--- config.mk ---
export PLATFORM = sky130hd
export DESIGN_NAME = rr_onehot_arbiter
export DESIGN_NICKNAME = d
export VERILOG_FILES = /design/src/rtl/rr_onehot_arbiter.sv
export SDC_FILE = /design/constraint.sdc
export NUM_CORES = 1
export LEC_CHECK = 0
export ABC_CLOCK_PERIOD_IN_PS = 2400
export BUFFER_PORTS_ARGS = -buffer_cell sky130_fd_sc_hd__buf_2
export CORE_AREA = 2 2 39 41
export CTS_CLUSTER_SIZE = 10
export DETAILED_ROUTE_END_ITERATION = 12
export DIE_AREA = 0 0 41 43
export GPL_TIMING_DRIVEN = 0
export PLACE_DENSITY = 0.42
export SYNTH_ARGS = -nofsm -noshare
export SYNTH_HDL_FRONTEND = slang
export SYNTH_SLANG_ARGS = --single-unit
--- constraint.sdc ---
create_clock -name clk -period 2.4 [get_ports clk]
set_input_delay 0.48 -clock clk [delete_from_list [all_inputs] [get_ports clk]]
set_output_delay 0.48 -clock clk [all_outputs]
set_load 0.05 [all_outputs]
--- src/rtl/rr_onehot_arbiter.sv ---
// Round-robin arbiter producing a registered one-hot select for the downstream
// one-hot channel selector; grants are locked per burst and handed off back-to-back.
//
//   state    | meaning
//   ST_IDLE  | no channel granted, o_sel = 0
//   ST_GRANT | one channel (r_grant_idx) owns o_sel until last beat or abort
module rr_onehot_arbiter #(
  parameter int INPUT_CHANNELS = 2
) (
  input  logic                      clk,
  input  logic                      rst_n,
  input  logic [INPUT_CHANNELS-1:0] i_req,
  input  logic [INPUT_CHANNELS-1:0] i_last,
  input  logic                      i_ready,
  output logic [INPUT_CHANNELS-1:0] o_sel,
  output logic                      o_valid,
  output logic [INPUT_CHANNELS-1:0] o_ack,
  output logic [((INPUT_CHANNELS > 1) ? $clog2(INPUT_CHANNELS) : 1)-1:0] o_grant_idx
);

  localparam int N  = INPUT_CHANNELS;
  localparam int IW = (N > 1) ? $clog2(N) : 1;
  localparam logic [IW:0]   LP_N   = (IW+1)'(N);
  localparam logic [IW-1:0] LP_NM1 = IW'(N - 1);

  typedef enum logic {ST_IDLE, ST_GRANT} state_t;

  state_t        r_state, w_state_nxt;
  logic [N-1:0]  r_sel, w_sel_nxt;
  logic [IW-1:0] r_grant_idx, w_idx_nxt;
  logic [IW-1:0] r_ptr, w_ptr_nxt;

  logic          w_req_g, w_last_g, w_valid, w_xfer;
  logic [IW-1:0] w_rel_ptr, w_arb_ptr;
  logic [N-1:0]  w_rot;
  logic          w_found;
  logic [IW-1:0] w_off, w_win_idx;
  logic [IW:0]   w_sum;
  logic [N-1:0]  w_win_oh;

  assign w_req_g  = |(i_req & r_sel);
  assign w_last_g = |(i_last & r_sel);
  assign w_valid  = (r_state == ST_GRANT) && w_req_g;
  assign w_xfer   = w_valid && i_ready;

  // Pointer after releasing g: the released channel drops to lowest priority.
  assign w_rel_ptr = (r_grant_idx == LP_NM1) ? '0 : r_grant_idx + 1'b1;
  assign w_arb_ptr = (r_state == ST_GRANT) ? w_rel_ptr : r_ptr;

  // Rotate requests so the pointer sits at bit 0, then take the lowest set bit.
  assign w_rot = N'({i_req, i_req} >> w_arb_ptr);

  always_comb begin
    w_found = 1'b0;
    w_off   = '0;
    for (int k = N - 1; k >= 0; k--) begin
      if (w_rot[k]) begin
        w_found = 1'b1;
        w_off   = k[IW-1:0];
      end
    end
  end

  assign w_sum     = {1'b0, w_arb_ptr} + {1'b0, w_off};
  assign w_win_idx = (w_sum >= LP_N) ? IW'(w_sum - LP_N) : w_sum[IW-1:0];
  assign w_win_oh  = N'(1) << w_win_idx;

  always_comb begin
    w_state_nxt = r_state;
    w_sel_nxt   = r_sel;
    w_idx_nxt   = r_grant_idx;
    w_ptr_nxt   = r_ptr;
    case (r_state)
      ST_IDLE: begin
        if (w_found) begin
          w_state_nxt = ST_GRANT;
          w_sel_nxt   = w_win_oh;
          w_idx_nxt   = w_win_idx;
        end
      end
      ST_GRANT: begin
        if (!w_req_g) begin
          w_state_nxt = ST_IDLE;
          w_sel_nxt   = '0;
          w_idx_nxt   = '0;
          w_ptr_nxt   = w_rel_ptr;
        end else if (w_xfer && w_last_g) begin
          w_ptr_nxt = w_rel_ptr;
          if (w_found) begin
            w_sel_nxt = w_win_oh;
            w_idx_nxt = w_win_idx;
          end else begin
            w_state_nxt = ST_IDLE;
            w_sel_nxt   = '0;
            w_idx_nxt   = '0;
          end
        end
      end
      default: begin
        w_state_nxt = ST_IDLE;
        w_sel_nxt   = '0;
        w_idx_nxt   = '0;
      end
    endcase
  end

  always_ff @(posedge clk or negedge rst_n) begin
    if (!rst_n) begin
      r_state     <= ST_IDLE;
      r_sel       <= '0;
      r_grant_idx <= '0;
      r_ptr       <= '0;
    end else begin
      r_state     <= w_state_nxt;
      r_sel       <= w_sel_nxt;
      r_grant_idx <= w_idx_nxt;
      r_ptr       <= w_ptr_nxt;
    end
  end

  assign o_sel       = r_sel;
  assign o_grant_idx = r_grant_idx;
  assign o_valid     = w_valid;
  assign o_ack       = r_sel & {N{w_xfer}};

endmodule

Word level (Yosys, flattened, before mapping) --
Index checks and enable logic that the tools add are counted.
Word-level totals: logic and storage cells 46, memories kept 0, RAM bits 0, latch bits 0, output and inout port bits 6, bits in read-only memories 0, bits in registers 5
Cells by class: divide/modulo/power cells 0, bitwise logic cells 4, mux-type cells 22, eq/ne operators 3, shifts and indexed selects 2, reductions and logical operators 7, $mul 0, $lt $le $gt $ge 1, add/sub/neg operators 3
Operators by type and width (count):
- $mux 1 | 15
- $mux 2 | 4
- $and 2x2->2 | 3
- $pmux 1 s2 | 2
- $pmux 2 s2 | 1
- $reduce_and 2->1 | 2
- $reduce_or 2->1 | 2
- $shr 4x1->2 | 1
- $logic_and 1x1->1 | 3
- $ne 3x2->1 const B | 1
- $add 1x1->2 | 1
- $ge 2x2->1 const B | 1
- $ne 2x1->1 const B | 1
- $ne 2x2->1 const B | 1
- $shl 1x1->2 const A | 1
- $add 1x1->1 const B | 1
- $not 1->1 | 1
- $sub 1x1->1 const B | 1

Depth between registers and ports, before layout --
Gate-level depths: netlist of the first run.
depth after elaboration 14, gate-level depth with buffers 4, mapped depth without buffers 4

Worst setup path before layout of the first run --
No wires, ideal clock.
path type flip-flop to output port, start point register r_sel[1], in the netlist o_sel[1], end point output port o_ack[0], arrival 1863 ps, buffers on the path 0, data required time 1920 ps, slack 57 ps, cell stages (with the launch flop) 4, path through dfrtp_1 > nand2_1 > a21oi_4 > and3_1
On the way: cells in the longest elaborated chain, start to end 5
Ends and longest elaborated chain:
- from (decl) | RTL line 29 | logic [N-1:0] r_sel, w_sel_nxt;
- from (signal assigned) | RTL line 115 | r_sel <= w_sel_nxt;
- $and 2x2->2 | RTL line 41 | assign w_req_g = |(i_req & r_sel);
- $reduce_or 2->1 | RTL line 41
- $logic_and 1x1->1 | RTL line 43 | assign w_valid = (r_state == ST_GRANT) && w_req_g;
- named net o_valid | RTL line 16 | output logic o_valid,
- $logic_and 1x1->1 | RTL line 44 | assign w_xfer = w_valid && i_ready;
- $and 2x2->2 | RTL line 124 | assign o_ack = r_sel & {N{w_xfer}};
- to (decl) | RTL line 17 | output logic [INPUT_CHANNELS-1:0] o_ack,
The timed path passes the listed nets, and every way through them passes these cells.

Final worst setup path of the first run --
start point register r_sel[1], in the netlist o_sel[1], end point output port o_ack[0]
On the way: cells in the longest elaborated chain, start to end 5
Ends and longest elaborated chain (RTL line):
- $and 2x2->2 | 41
- $reduce_or 2->1 | 41
- $logic_and 1x1->1 | 43
- $logic_and 1x1->1 | 44
- $and 2x2->2 | 124
No other way between the ends.

==> results by group, run 1 <==
Run status
  – Status: finished clean

Routing
  – WL per Instance: 10.0 um
  – Via Count: 291
  – Vias per cell: 4.55
  – Drt first pass iters: 3
  – Antenna Violating Nets Remaining: 0
  – Starting DRT DRC Count: 4
  – Final wirelength: 640 um
  – Residual DRC: 0

Setup path
  – Reg2reg end: o_sel[1]
  – Crit path capture type: output pin
  – CP Capture Point: o_ack[0]
  – Crit Path Max Fanout: 9
  – Worst setup SP type: flip-flop
  – Worst setup startpoint: o_sel[1]
  – Arrival @ worst endpoint: 1480 ps
  – Register-to-Register Setup Slack: 970 ps
  – Kind of critical path: reg -> out
  – Crit Reg-Reg Startpoint: o_sel[1]
  – CP required: 1920 ps
  – R2R cell count: 4

STA
  – Hold Vio Cnt, Final: 0
  – Post-layout minimum cycle time: 1960 ps
  – Setup TNS Final: 0 ps
  – Max transition margin: 82.8%
  – Worst clock skew: 1.46 ps
  – RSZ-0062 raised after global routing: false
  – F_max: 510 MHz
  – Fin. max-slew vios: 0
  – Setup Viol. Count Final: 0
  – Final period utilization: 81.7%
  – Hold WS: 46.0 ps
  – Slew of the pin with the lowest slew margin: 258 ps

Power and ir drop
  – IR drop worst, VDD: 422 uV
  – Leak: 0.216 nW
  – Final Power: 0.550 mW
  – Power Dens Cells: 1360 mW/mm2

Clocking
  – Clk buf depth: 2
  – CTS tree: built
  – Clock Tree Root: clkbuf_4
  – Worst-path clk slew: 30 ps
  – Hold_buf cts: 0
  – Post-cts sizing count: 0
  – Clock Sinks: 4
  – Worst-Skew Late Latency: 230 ps
  – Inserted Clock Buffers: 3
  – H-tree lvl count: 1
  – Post-CTS Setup Inserts: 0

GRT
  – Gr ovfl total: 0
  – Largest net degree at the start of global routing: 10
  – Initial antenna violation count: 0
  – First-pass GRT wire length: 1010 um
  – Vias in the first global route: 266
  – GRT Util Overall: 8.87%

Layout
  – Fill cells: 150
  – Post-route insts no fill: 64
  – Nets: 57
  – Commonest non-fill, non-tap cell in the layout: buf_2
  – Ant. Diodes: 0
  – Layout cell share with drive strength beyond 1: 43.8%
  – Storage cell area: 100 um2
  – Most frequent cells in the layout: buf_2 (12), nand2_1 (5), inv_1 (4), dfrtp_1 (4), clkbuf_4 (3)
  – Footprint of the multi-input gates: 176 um2
  – Synth-to-Final Area Change: 33.9%

Placement
  – Placed insts: 61
  – Number of I/O port buffers: 12
  – RePlAce Congestion: 0.647
  – Dpl hpwl: 512 um

Synth
  – Yosys top cell by area: dfrtp_1
  – Synth Area per Inst: 9.18 um2
  – YS warnings: 0
  – Dominant cells by area after synthesis: dfrtp_1 (33%), nand2_1 (6.2%), a2bb2oi_1 (5.8%)
  – Syn Nets: 40
  – Yosys cell types: 18
  – Post-synthesis sequential area ratio: 33.1%
  – Flop and latch count out of synthesis: 4
  – Synth top area share: 33.1%
  – Synth Instances: 33
  – Cell Area, Synth: 303 um2

Min path
  – Hold Path Class: in -> async

Die
  – # rows: 14
  – Die Ht: 43 um
  – Die area: 0.00176 mm2
  – Core ar.: 0.00138 mm2
  – I/O pin total: 13
  – Starting Density: 21.9%
  – Die width: 41 um

Run
  – Max Cap Violations: 0
-- power breakdown --
part	switching [mW]	leakage [nW]	internal, mW
Clock	0.0234	0.0138	0.0556
Combinational	0.211	0.155	0.121
Sequential	0.0418	0.0473	0.0977
Total	0.276	0.216	0.274
-- logic make-up after synthesis --
group	share of synthesized area (%)
AO/OA/AOI/OAI	33.9
AND/OR/NAND/NOR	12.4
buffers and inverters	8.68
flip-flops	33.1
multiplexers	8.26
adder cells (fa/ha/maj)	3.72
-- stage by stage --
step	instance area, um2	worst slack, ps	utilization, %
after floorplan	303	57.4	-
after global placement	383	544	27.7
after detailed placement	383	571	27.7
after CTS	405	403	29.3
after global routing	405	343	29.3
final	405	440	29.3
-- metal layers --
layer  track usage [%]  vias up  routed length, um
li1                  -      154                  -
met1              11.7      132                313
met2              10.6        5                291
met3              3.14        0                 35
met4              8.00        0                  0
met5                 0        -                  0
-- Yosys cell counts (all sizes together) --
cell type / number
nand2b: 1
o21ai: 2
a22o: 1
nand2: 5
inv: 5
a2bb2oi: 2
a22oi: 2
a31oi: 1
and3: 2
maj3: 1
a32oi: 1
o22ai: 2
buf: 1
mux2i: 1
dfrtp: 4
a21oi: 1
mux2: 1
-- final cells by class --
| cell class | instances | area share, % |
|---|---|---|
| flip-flops and latches | 4 | 24.7 |
| plain buffers | 1 | 1.85 |
| inverters | 5 | 4.63 |
| clock buffers | 3 | 5.56 |
| well taps | 16 | 4.94 |
| multi-input cells | 23 | 43.5 |
| repair buffers | 12 | 14.8 |
-- how the worst min path moves through the flow --
stage	from	end	slack, ps	depth (start not counted)
after global routing	rst_n	r_ptr	40	1
after global placement	rst_n	o_sel[0]	290	1
after floorplan	rst_n	o_sel[0]	180	0
after detailed placement	rst_n	o_sel[0]	290	1
final	rst_n	o_sel[0]	50	1
after CTS	rst_n	o_sel[0]	40	1
-- flip-flops by register name, indices dropped and copies added (netlist names) --
| signal | flops |
|---|---|
| o_sel | 2 |
| r_ptr | 1 |
| r_state | 1 |
-- critical path, stage by stage, from the launching register on --
cell and delay (ps):
dfrtp_1 470, nand2_1 160, a21oi_4 200, and3_1 160, buf_2 250
Power figures use the tool's default switching activity.
==> run 2, diff against run 1 <==
--- a/config.mk
+++ b/config.mk
@@ -5,14 +5,14 @@
 export SDC_FILE = /design/constraint.sdc
 export NUM_CORES = 1
 export LEC_CHECK = 0
-export ABC_CLOCK_PERIOD_IN_PS = 2400
+export ABC_CLOCK_PERIOD_IN_PS = 1770
 export BUFFER_PORTS_ARGS = -buffer_cell sky130_fd_sc_hd__buf_2
 export CORE_AREA = 2 2 39 41
 export CTS_CLUSTER_SIZE = 10
 export DETAILED_ROUTE_END_ITERATION = 12
 export DIE_AREA = 0 0 41 43
 export GPL_TIMING_DRIVEN = 0
-export PLACE_DENSITY = 0.42
+export PLACE_DENSITY = 0.44
 export SYNTH_ARGS = -nofsm -noshare
 export SYNTH_HDL_FRONTEND = slang
 export SYNTH_SLANG_ARGS = --single-unit
==> constraint.sdc (replaced) <==
create_clock -name clk -period 1.77 [get_ports clk]
set_input_delay 0.354 -clock clk [delete_from_list [all_inputs] [get_ports clk]]
set_output_delay 0.354 -clock clk [all_outputs]
set_load 0.05 [all_outputs]
==> run 2 against run 1 <==
  * Clock skew is essentially flat
  * Wire length grew 11%
  * Utilization grew 4.3 points
  * Cell count grew 6.3%
  * Sequential share of layout area shrank 2.6 points
  * Non-clock buffer count grew 4
  * First-iteration DRC count shrank 25%
  * Critical path depth is the same
  * Sequential cell count is the same
  * Sequential power grew 35%
  * Register-to-register slack lost 660 ps
  * Clock power grew 35%
  * Critical endpoint unchanged
  * Largest cell class unchanged
  * Largest power group unchanged
==> results by group, run 2 (synthesized netlist as in run 1, its figures left out) <==
Run status
  – Status: finished clean

Layout
  – Footprint of the multi-input gates: 196 um2 (+11%)
  – Storage cell area: 103 um2 (+2.5%)
  – Most frequent cells in the layout: buf_2 (10), clkbuf_4 (5), inv_1 (4), buf_4 (4), nand2_1 (3)
  – Layout cell share with drive strength beyond 1: 57.7% (+14 points)
  – Nets: 61 (+7.0%)
  – Ant. Diodes: 0 (unchanged)
  – Synth-to-Final Area Change: 53.7%
  – Commonest non-fill, non-tap cell in the layout: buf_2
  – Final core occ: 33.6% (+4.3 points)
  – Largest register FFs: 2 (unchanged)
  – Fill cells: 149 (-0.67%)

Setup path
  – CP required: 1420 ps (-500 ps)
  – Reg2reg end: o_sel[1]
  – Worst setup startpoint: o_sel[0]
  – Register-to-Register Setup Slack: 310 ps (-660 ps)
  – CP Capture Point: o_ack[0]
  – Crit Reg-Reg Startpoint: o_sel[0]
  – Kind of critical path: reg -> out
  – Arrival @ worst endpoint: 1330 ps (-150 ps)
  – Crit path capture type: output pin
  – Crit Path Max Fanout: 5 (-4)
  – Worst setup SP type: flip-flop
  – R2R cell count: 5 (+1)

Routing
  – Vias per cell: 4.57 (+0.59%)
  – Starting DRT DRC Count: 3 (-1)
  – Via Count: 311 (+6.9%)
  – Drt first pass iters: 4 (+1)
  – Final wirelength: 713 um (+11%)
  – Residual DRC: 0 (unchanged)
  – WL per Instance: 10.5 um (+4.9%)
  – Antenna Violating Nets Remaining: 0 (unchanged)

STA
  – Hold Vio Cnt, Final: 0 (unchanged)
  – F_max: 592 MHz
  – Worst clock skew: 1.79 ps (+0.328 ps)
  – Hold WS: 388 ps (+342 ps)
  – Final worst setup slack: 81.3 ps (-359 ps)
  – Setup Viol. Count Final: 0 (unchanged)
  – Setup TNS Final: 0 ps (unchanged)
  – RSZ-0062 raised after global routing: false
  – Post-layout minimum cycle time: 1690 ps
  – Max transition margin: 83.5% (+0.68 points)
  – Final period utilization: 95.4%
  – Fin. max-slew vios: 0 (unchanged)
  – Slew of the pin with the lowest slew margin: 250 ps (-8.51 ps)

Placement
  – Number of I/O port buffers: 12 (unchanged)
  – RePlAce Congestion: 0.731 (+13%)
  – Dpl hpwl: 543 um (+5.9%)
  – Pre-CTS WS: 175 ps (-395 ps)

Clocking
  – CTS tree: built
  – Inserted Clock Buffers: 3 (unchanged)
  – H-tree lvl count: 1 (unchanged)
  – Clock Tree Root: clkbuf_4
  – Clk buf depth: 2 (unchanged)
  – Worst-Skew Late Latency: 230 ps (about the same)
  – Worst-path clk slew: 30 ps (about the same)
  – Clock Sinks: 4 (unchanged)

Die
  – Die area: 0.00176 mm2 (unchanged)
  – Die Ht: 43 um (unchanged)
  – I/O pin total: 13 (unchanged)
  – Die width: 41 um (unchanged)
  – Core ar.: 0.00138 mm2 (unchanged)
  – # rows: 14 (unchanged)
  – Starting Density: 21.9% (unchanged)

GRT
  – Vias in the first global route: 284 (+6.8%)
  – Initial antenna violation count: 0 (unchanged)
  – Largest net degree at the start of global routing: 10 (unchanged)
  – First-pass GRT wire length: 1180 um (+16%)
  – GRT Util Overall: 10.4% (+1.5 points)
  – Gr ovfl total: 0 (unchanged)

Min path
  – Min-delay src: i_req[1]
  – Hold Path Class: in -> reg

Power and ir drop
  – Sw Ratio: 48.5% (-1.8 points)
  – Clk network pwr share: 13.1% (-1.3 points)
  – Psw: 0.398 mW (+44%)
  – Sequential share of power: 22.8% (-2.5 points)
  – Cell internal pwr: 0.423 mW (+54%)
  – Leak: 0.235 nW (+8.8%)
  – IR drop worst, VDD: 749 uV (+77%)
  – Logic pwr share: 64.1% (+3.8 points)
  – Power Dens Cells: 1760 mW/mm2 (+30%)

Run
  – Max Cap Violations: 0 (unchanged)
==> run 2: critical path, stage by stage (launching register included) <==
cell      delay (ps)
dfrtp_2          420
nand2_4           80
a21oi_4          200
and3_4           200
clkbuf_4         220
==> run 2: worst min-delay path by stage <==
| stage | end | slack (ps) | depth (start not counted) |
|---|---|---|---|
| global placement | r_ptr | 160 | 1 |
| CTS | r_state | 380 | 3 |
| global route | r_state | 420 | 3 |
| detailed placement | r_state | 160 | 1 |
| floorplan | o_sel[0] | 60 | 0 |
| finish | r_state | 390 | 3 |
==> run 2: metal layers <==
layer / wire [um] / global-route usage, % / part of all wire, %
met1: 310 / 12.8 / 43
met2: 373 / 12.5 / 52
met3: 30 / 4.71 / 4.2
met4: 0 / 10.0 / 0
met5: 0 / 0 / 0
==> run 2: stage by stage <==
step,power [mW],instance area [um2],cells
after floorplan,0.569,325,33
after global placement,0.674,405,61
after detailed placement,0.665,405,61
after CTS,0.780,438,65
after global routing,0.876,465,68
final,0.820,465,68
==> run 2: power groups by stage <==
stage | clock [mW] | sequential [mW] | combinational [mW]
final | 0.107 | 0.187 | 0.525
after global routing | 0.117 | 0.192 | 0.567
after CTS | 0.114 | 0.199 | 0.467
after detailed placement | 0 | 0.201 | 0.464
after global placement | 0 | 0.205 | 0.468
after floorplan | 0 | 0.260 | 0.310
==> run 2: final cells by class <==
cell class | instances | area share, %
Multi-Input combinational cell | 23 | 42.2
Sequential cell | 4 | 22.0
Timing Repair Buffer | 16 | 21.0
Inverter | 5 | 4.03
Tap cell | 16 | 4.30
Buffer | 1 | 1.61
Clock buffer | 3 | 4.84
==> run 2: what timing repair did <==
item                                   in CTS  in global routing
setup endpoints to repair                   0                  2
resized for setup                           0                  2
endpoints found under the hold margin       4                  0
setup buffers                               0                  3
hold buffers                                1                  0
